File: src/rtl/id_pkg.sv
// Shared encodings for the ARM decode stage: instruction fields, ALU commands,
// condition codes and status-bit positions.
package id_pkg;

  localparam logic [1:0] MODE_ARITH  = 2'b00;
  localparam logic [1:0] MODE_MEM    = 2'b01;
  localparam logic [1:0] MODE_BRANCH = 2'b10;

  localparam logic [3:0] OP_AND = 4'b0000;
  localparam logic [3:0] OP_EOR = 4'b0001;
  localparam logic [3:0] OP_SUB = 4'b0010;
  localparam logic [3:0] OP_ADD = 4'b0100;
  localparam logic [3:0] OP_ADC = 4'b0101;
  localparam logic [3:0] OP_SBC = 4'b0110;
  localparam logic [3:0] OP_TST = 4'b1000;
  localparam logic [3:0] OP_CMP = 4'b1010;
  localparam logic [3:0] OP_ORR = 4'b1100;
  localparam logic [3:0] OP_MOV = 4'b1101;
  localparam logic [3:0] OP_MVN = 4'b1111;

  localparam logic [3:0] EXE_NONE = 4'b0000;
  localparam logic [3:0] EXE_MOV  = 4'b0001;
  localparam logic [3:0] EXE_ADD  = 4'b0010;
  localparam logic [3:0] EXE_ADC  = 4'b0011;
  localparam logic [3:0] EXE_SUB  = 4'b0100;
  localparam logic [3:0] EXE_SBC  = 4'b0101;
  localparam logic [3:0] EXE_AND  = 4'b0110;
  localparam logic [3:0] EXE_ORR  = 4'b0111;
  localparam logic [3:0] EXE_EOR  = 4'b1000;
  localparam logic [3:0] EXE_MVN  = 4'b1001;

  localparam logic [3:0] COND_EQ = 4'b0000;
  localparam logic [3:0] COND_NE = 4'b0001;
  localparam logic [3:0] COND_CS = 4'b0010;
  localparam logic [3:0] COND_CC = 4'b0011;
  localparam logic [3:0] COND_MI = 4'b0100;
  localparam logic [3:0] COND_PL = 4'b0101;
  localparam logic [3:0] COND_VS = 4'b0110;
  localparam logic [3:0] COND_VC = 4'b0111;
  localparam logic [3:0] COND_HI = 4'b1000;
  localparam logic [3:0] COND_LS = 4'b1001;
  localparam logic [3:0] COND_GE = 4'b1010;
  localparam logic [3:0] COND_LT = 4'b1011;
  localparam logic [3:0] COND_GT = 4'b1100;
  localparam logic [3:0] COND_LE = 4'b1101;
  localparam logic [3:0] COND_AL = 4'b1110;

  localparam int ST_N = 3;
  localparam int ST_Z = 2;
  localparam int ST_C = 1;
  localparam int ST_V = 0;

  localparam logic [3:0] REG_PC = 4'd15;

  typedef struct packed {
    logic [3:0] exe_cmd;
    logic       mem_read;
    logic       mem_write;
    logic       wb_en;
    logic       b;
    logic       s;
  } ctrl_t;

  localparam ctrl_t CTRL_NONE = '0;

endpackage

File: src/rtl/id_stage_cond.sv
// ARM condition-field evaluation against the {N,Z,C,V} flags.
module condition_check
  import id_pkg::*;
(
  input  logic [3:0] cond_i,
  input  logic [3:0] status_i,
  output logic       pass_o
);

  logic n, z, c, v;
  assign n = status_i[ST_N];
  assign z = status_i[ST_Z];
  assign c = status_i[ST_C];
  assign v = status_i[ST_V];

  always_comb begin
    pass_o = 1'b0;
    case (cond_i)
      COND_EQ: pass_o = z;
      COND_NE: pass_o = ~z;
      COND_CS: pass_o = c;
      COND_CC: pass_o = ~c;
      COND_MI: pass_o = n;
      COND_PL: pass_o = ~n;
      COND_VS: pass_o = v;
      COND_VC: pass_o = ~v;
      COND_HI: pass_o = c & ~z;
      COND_LS: pass_o = ~c | z;
      COND_GE: pass_o = (n == v);
      COND_LT: pass_o = (n != v);
      COND_GT: pass_o = ~z & (n == v);
      COND_LE: pass_o = z | (n != v);
      COND_AL: pass_o = 1'b1;
      default: pass_o = 1'b0;
    endcase
  end

endmodule

File: src/rtl/id_stage_regfile.sv
// R0-R14 register file: two combinational read ports with write-back bypass,
// one write port; index 15 reads as zero and is never written.
module register_file
  import id_pkg::*;
(
  input  logic        clk,
  input  logic        rst,
  input  logic [3:0]  rd_idx_a_i,
  input  logic [3:0]  rd_idx_b_i,
  output logic [31:0] rd_data_a_o,
  output logic [31:0] rd_data_b_o,
  input  logic        wr_en_i,
  input  logic [3:0]  wr_idx_i,
  input  logic [31:0] wr_data_i
);

  logic [31:0] rf_q [0:14];

  always_ff @(posedge clk) begin
    if (rst) begin
      for (int i = 0; i < 15; i++) rf_q[i] <= 32'(i);
    end else if (wr_en_i && wr_idx_i != REG_PC) begin
      rf_q[wr_idx_i] <= wr_data_i;
    end
  end

  always_comb begin
    rd_data_a_o = '0;
    if (rd_idx_a_i != REG_PC)
      rd_data_a_o = (wr_en_i && wr_idx_i == rd_idx_a_i) ? wr_data_i : rf_q[rd_idx_a_i];
  end

  always_comb begin
    rd_data_b_o = '0;
    if (rd_idx_b_i != REG_PC)
      rd_data_b_o = (wr_en_i && wr_idx_i == rd_idx_b_i) ? wr_data_i : rf_q[rd_idx_b_i];
  end

endmodule

File: src/rtl/id_stage.sv
// ARM instruction-decode stage: register-file read, control decode with
// condition/hazard gating, and hazard-unit source indices.
module id_stage
  import id_pkg::*;
(
  input  logic        clk,
  input  logic        rst,
  input  logic [31:0] PC_in,
  input  logic [31:0] Instruction,
  input  logic [3:0]  status,
  input  logic        hazard,
  input  logic        wb_en,
  input  logic [3:0]  wb_dest,
  input  logic [31:0] wb_value,
  output logic [31:0] PC,
  output logic [31:0] Val_Rn,
  output logic [31:0] Val_Rm,
  output logic [3:0]  exe_cmd,
  output logic        mem_read,
  output logic        mem_write,
  output logic        wb_en_out,
  output logic        B,
  output logic        S,
  output logic        imm,
  output logic [11:0] shift_operand,
  output logic [23:0] signed_imm_24,
  output logic [3:0]  dest,
  output logic [3:0]  src1,
  output logic [3:0]  src2,
  output logic        two_src
);

  logic [1:0] mode;
  logic [3:0] opcode;
  logic       s_bit;
  logic       cond_pass;
  ctrl_t      ctrl_raw;
  ctrl_t      ctrl;

  assign mode   = Instruction[27:26];
  assign opcode = Instruction[24:21];
  assign s_bit  = Instruction[20];

  register_file u_rf (
    .clk         (clk),
    .rst         (rst),
    .rd_idx_a_i  (Instruction[19:16]),
    .rd_idx_b_i  (Instruction[3:0]),
    .rd_data_a_o (Val_Rn),
    .rd_data_b_o (Val_Rm),
    .wr_en_i     (wb_en),
    .wr_idx_i    (wb_dest),
    .wr_data_i   (wb_value)
  );

  condition_check u_cond (
    .cond_i   (Instruction[31:28]),
    .status_i (status),
    .pass_o   (cond_pass)
  );

  always_comb begin
    ctrl_raw = CTRL_NONE;
    case (mode)
      MODE_ARITH: begin
        ctrl_raw.wb_en = 1'b1;
        ctrl_raw.s     = s_bit;
        case (opcode)
          OP_MOV: ctrl_raw.exe_cmd = EXE_MOV;
          OP_MVN: ctrl_raw.exe_cmd = EXE_MVN;
          OP_ADD: ctrl_raw.exe_cmd = EXE_ADD;
          OP_ADC: ctrl_raw.exe_cmd = EXE_ADC;
          OP_SUB: ctrl_raw.exe_cmd = EXE_SUB;
          OP_SBC: ctrl_raw.exe_cmd = EXE_SBC;
          OP_AND: ctrl_raw.exe_cmd = EXE_AND;
          OP_ORR: ctrl_raw.exe_cmd = EXE_ORR;
          OP_EOR: ctrl_raw.exe_cmd = EXE_EOR;
          // Compare/test only set flags: no write-back, S always on
          OP_CMP: begin
            ctrl_raw.exe_cmd = EXE_SUB;
            ctrl_raw.wb_en   = 1'b0;
            ctrl_raw.s       = 1'b1;
          end
          OP_TST: begin
            ctrl_raw.exe_cmd = EXE_AND;
            ctrl_raw.wb_en   = 1'b0;
            ctrl_raw.s       = 1'b1;
          end
          default: ctrl_raw = CTRL_NONE;
        endcase
      end
      MODE_MEM: begin
        ctrl_raw.exe_cmd = EXE_ADD;
        if (s_bit) begin
          ctrl_raw.mem_read = 1'b1;
          ctrl_raw.wb_en    = 1'b1;
        end else begin
          ctrl_raw.mem_write = 1'b1;
        end
      end
      MODE_BRANCH: ctrl_raw.b = 1'b1;
      default:     ctrl_raw = CTRL_NONE;
    endcase
  end

  assign ctrl = (rst || hazard || !cond_pass) ? CTRL_NONE : ctrl_raw;

  assign exe_cmd   = ctrl.exe_cmd;
  assign mem_read  = ctrl.mem_read;
  assign mem_write = ctrl.mem_write;
  assign wb_en_out = ctrl.wb_en;
  assign B         = ctrl.b;
  assign S         = ctrl.s;

  assign PC            = PC_in;
  assign imm           = Instruction[25];
  assign shift_operand = Instruction[11:0];
  assign signed_imm_24 = Instruction[23:0];
  assign dest          = Instruction[15:12];

  // Stores read Rd as data, so the hazard unit must see it as the second source
  assign src1    = Instruction[19:16];
  assign src2    = ctrl_raw.mem_write ? Instruction[15:12] : Instruction[3:0];
  assign two_src = ~Instruction[25] | ctrl_raw.mem_write;

endmodule

File: config.mk
export PLATFORM = sky130hd
export DESIGN_NAME = id_stage
export DESIGN_NICKNAME = d
export VERILOG_FILES = /design/src/rtl/id_pkg.sv /design/src/rtl/id_stage_cond.sv /design/src/rtl/id_stage_regfile.sv /design/src/rtl/id_stage.sv
export SDC_FILE = /design/constraint.sdc
export NUM_CORES = 1
export LEC_CHECK = 0
export ABC_AREA = 1
export CAP_MARGIN = 20
export CORE_MARGIN = 10
export CORE_UTILIZATION = 25
export CTS_BUF_LIST = sky130_fd_sc_hd__clkbuf_8
export DETAILED_ROUTE_END_ITERATION = 8
export GPL_TIMING_DRIVEN = 0
export PLACE_DENSITY = 0.4
export SLEW_MARGIN = 10
export SYNTH_ARGS = -nofsm -noshare
export SYNTH_HDL_FRONTEND = slang
export SYNTH_SLANG_ARGS = --single-unit
File: constraint.sdc
create_clock -name clk -period 5.4 [get_ports clk]
set_input_delay 0.54 -clock clk [delete_from_list [all_inputs] [get_ports clk]]
set_output_delay 0.54 -clock clk [all_outputs]
set_load 0.05 [all_outputs]
* After elaboration in Yosys (flattened, before gate mapping)
Memories as Yosys holds them, arrays and structs flattened.
Cells that the tools add are included.
** Operators by class
- Add/sub/neg operators :: 0
- $mul :: 0
- Div/mod/pow operators :: 0
- Order comparisons :: 0
- Equality and inequality tests :: 33
- Shift operators :: 0
- Muxes and demuxes :: 23
- Bitwise operators :: 10
- Reductions and logical operators :: 14
** Operators by type and width (count)
- $mux W32 :: 5
- $eq A4 B4 Y1 const B :: 12
- $pmux W4 S9 :: 1
- $reduce_or A32 Y1 :: 1
- $eq A4 B3 Y1 const B :: 7
- $pmux W1 S15 :: 1
- $pmux W7 S2 :: 1
- $eq A4 B2 Y1 const B :: 3
- $ne A4 B4 Y1 const B :: 3
- $mux W1 :: 11
- $mux W9 :: 1
- $reduce_or A9 Y1 :: 1
- $eq A4 B1 Y1 const B :: 2
- $eq A4 B4 Y1 :: 2
- $logic_not A4 Y1 :: 2
- $mux W4 :: 2
- $reduce_or A2 Y1 :: 3
- $not A1 Y1 :: 5
- $logic_and A1 B1 Y1 :: 3
- $or A1 B1 Y1 :: 3
- $and A1 B1 Y1 :: 2
- $eq A2 B1 Y1 const B :: 1
- $eq A2 B2 Y1 const B :: 1
- $logic_not A2 Y1 :: 1
- 5 further kinds :: 6
** Storage, ports and cells
- Register bits after elaboration :: 0
- Bits in latches :: 0
- Bits in writable memories :: 480
- ROM bits :: 0
- Input bits :: 108
- Output and inout bits :: 155
- Word-level logic and storage cells :: 81
- Memories :: 1
** Memory list
- u_rf.rf_q :: depth 15, width 32, rd ports 2, clocked after memory_dff 0, write ports 15, line id_stage_regfile.sv:17 : logic [31:0] rf_q [0:14];

* Longest topological paths before layout
- Word-level depth :: 7
- Depth in mapped cells :: 11
- Gate-level depth less buffers :: 11

* By module
From an unflattened synthesis, not the netlist that was laid out.
** Unflattened totals
- Cell total of the unflattened synthesis :: 4502
- Area total of the unflattened synthesis :: 31794.2 um^2
** By module, submodules not included
- register_file :: instances 1, cells an instance 4307, area each 30694.4 um^2, seq. area each 15374.7 um^2
- id_stage :: instances 1, cells an instance 140, area each 870.8 um^2, seq. area each 0.0 um^2
- condition_check :: instances 1, cells an instance 55, area each 229.0 um^2, seq. area each 0.0 um^2

* Worst setup path after synthesis
OpenSTA, ideal clock, no wires.
- Path kind :: in2out
- Start :: input port Instruction[0]
- End :: output port Val_Rm[13]
- Arrival :: 2.131 ns
- Data required time :: 4.860 ns
- Setup slack :: 2.729 ns
- Stages :: 11
- Buffers on the path :: 4
- Cells stage by stage :: buf_6 > buf_6 > buf_8 > buf_6 > a21oi_1 > o21ai_1 > nand2_1 > nor2_1 > nor2_1 > nor2_1 > nor2_1
** Between the ends
- Cells in the longest elaborated chain, start to end :: 4
- Elaborated cells on any way between the ends :: 6
- Classes of those cells :: eq/ne: 2; mux: 2; reduce/logical: 1; memory: 1
** RTL lines
- from (decl) :: line id_stage.sv:9 : input logic [31:0] Instruction,
- parallel branches: the longest is 3 deep, another holds $mem_v2 Z15 W32
- $mux W32 * :: line id_stage_regfile.sv:35 : if (rd_idx_b_i != REG_PC)
- to (decl) :: line id_stage.sv:17 : output logic [31:0] Val_Rm,
Mark *: on every way between the ends.

* Worst setup path after layout
- Start :: input port Instruction[3]
- End :: output port Val_Rm[13]
Same word-level chain as after synthesis.

==> results.toml <==
[global_routing]
grtUsageMet2_pct = 33.9
grt.busiest_layer = "met2"
use_met3_pct = 3.89
grt_pass1_wl_um = 204000
grt_use_total_pct = 21.4
grt_pass1_vias = 26900
use_met1_pct = 29.6
grt_max_degree = 25
antenna_found_initial = 6
grt_overflow = 0

[timing]
fin_crit_sh_pct = 96.8
layout_setup_ws_ps = 173
fin_hold_ws_ps = 398
hold_viol = 0
finalSetupViolCount = 0
finalCriticalPeriod_ps = 5230
drv_slew = 0
worst_pin_slew_ps = 1180
rsz0062_at_grt = "no"
max_slew_margin_pct = 21.1
fmax_ghz = 0.191

[synth]
syn-instance-count = 3706
syn_area_mm2 = 0.0298
netlist_top_cells_area = "edfxtp_1 (52%), nor2_1 (10%), nand2_1 (8.2%)"
syn_avg_cell_area_um2 = 8.05
synth.top_cell.area_share_pct = 51.5
synth-seq-cells = 512
ys_types = 29
synth_largest_area_cell = "edfxtp_1"
synth-seq-area-share_pct = 51.5
ys_warn_count = 0

[layout]
regArea_mm2 = 0.0154
largest_reg_flops = 512
area_delta_synth_final_pct = 21.3
fillers = 12700
top_register = "u_rf.rf_q"
fin_nets = 4178
reg.largest.list = "u_rf.rf_q: 512 flops"
drive_gt1_share_pct = 10.5
multi_input_area_mm2 = 0.0114

[cts]
clkTransAtPathRegs_ps = 70
cts_tree = "built"
clock_sinks = 512
clock_tree.root_cell = "clkbuf_8"
cts_buffer_depth = 3
cts_buffers = 96
htree_levels = 3

[die]
die_area_mm2 = 0.134
start_util_pct = 25.2
die_w_um = 365
design.core.area_mm2 = 0.118
die_h_um = 365
ioPinCount = 263
rows = 126

[worst_setup_path]
required_ps = 4860
start_kind = "input port"
crit_arrival_ps = 4690
crit_fanout = 10
crit_type = "in -> out"
critPathCaptureType = "output port"

[drt]
ant_nets = 0
remaining_drc_errors = 0
wl_um = 148000
wl_per_cell_um = 26.1
drtIter0Drc = 3340
vias = 28100
first_pass_iters = 7
viasPerCell = 4.94

[pwr]
p_total_mw = 10.7
power_density_mw_per_mm2 = 295
power.leakage_nw = 14.8
irDropWorstVdd_mv = 0.167

[placement]
gp_congestion = 0.923
post-place-ws_ps = -90.9
port_buffers = 217
hpwl_um = 115000

[run]
max_cap_viol_count = 0

[worst_hold_path]
hp-class = "in -> reg"

[run_status]
outcome = "finished, final reports clean"
-- path summary, 6_finish.rpt --
kind,start,endpoint,cells past startpoint
setup / recovery,Instruction[3],Val_Rm[13],9
hold / removal,wb_dest[2],u_rf.rf_q[5][2]$_SDFFCE_PN1P_,4
-- kinds of logic after synthesis --
logic type / after synthesis / synth area share (%)
flops: 512 / 51.5
xor+xnor: 1 / 0.0294
buf+inv: 690 / 10.8
simple gates: 1624 / 21.3
other cells: 1 / 0.0126
compound gates: 878 / 16.3
-- per-stage QoR --
| stage | cells | util, % | area (um^2) | TNS, ps |
|---|---|---|---|---|
| final | 5684 | 30.6 | 36200 | 0 |
| after CTS | 5682 | 30.6 | 36200 | 0 |
| after detailed placement | 5508 | 29.1 | 34400 | -136 |
| after global routing | 5683 | 30.6 | 36200 | 0 |
| after floorplan | 3737 | - | 30000 | 0 |
| after global placement | 5490 | 28.8 | 34000 | -40.6 |
-- cell usage after synthesis --
cell type and count:
buf_8 1, clkinv_1 1, o21ai_1 90, nand2_1 649
nand2_2 1, nor2_2 10, o211ai_1 188, o21ai_0 300
clkbuf_1 110, o22ai_1 2, clkbuf_2 1, inv_1 301
a32oi_1 1, buf_6 15, buf_2 137, o21ai_2 1
conb_1 1, nand3_2 4, nand3b_4 1, nor2_1 816
xnor2_1 1, buf_1 19, nor3_2 1, edfxtp_1 512
a21oi_1 296, nor2_4 1, nand3_1 141, inv_2 16
buf_4 89
-- routing by layer --
layer	part of all wire, %	routed length (um)	vias to the layer above
li1	-	-	13000
met2	44	65400	1372
met5	0.018	27	-
met3	8.8	13000	207
met4	2.5	3660	4
met1	45	66200	13500
-- report_power, final --
part           switching (mW)  internal [mW]
sequential             0.0928           4.61
clock                    1.87           1.81
combinational            1.68          0.624
total                    3.65           7.04
-- cells in the final DEF, fill, tap and decap left out, drive strengths merged --
master	n
a21oi	296
a32oi	1
buf	279
bufinv	3
clkbuf	208
clkdlybuf4s50	217
clkinv	44
clkinvlp	4
conb	32
diode	2
edfxtp	512
inv	344
nand2	650
nand3	145
nand3b	1
nor2	827
nor3	1
o211ai	188
o21ai	391
o22ai	2
xnor2	1
-- critical path: stages --
cell and delay (ps):
clkdlybuf4s50_1 590, clkinv_1 580, nor2_4 580, clkbuf_1 480, nand2_1 240, nand3_1 180
nor2_1 50, nor2_1 490, clkdlybuf4s50_1 940
-- layout make-up --
type | count | area share (%)
Sequential cell | 512 | 42.5
Multi-Input combinational cell | 2535 | 31.5
Timing Repair Buffer | 235 | 6.98
Buffer | 372 | 5.60
Tap cell | 1536 | 5.31
Clock buffer | 97 | 3.69
Inverter | 318 | 3.30
Clock inverter | 77 | 1.12
Antenna cell | 2 | 0.0138
-- repair_timing --
item                       CTS  global route
gates cloned                 0             0
hold buffers                 0             0
pin swaps                    0             0
gates resized for setup      1             1
buffers inserted             0             0
setup endpoints to repair    2             2
Note: power is estimated with default switching activity, not from simulation.
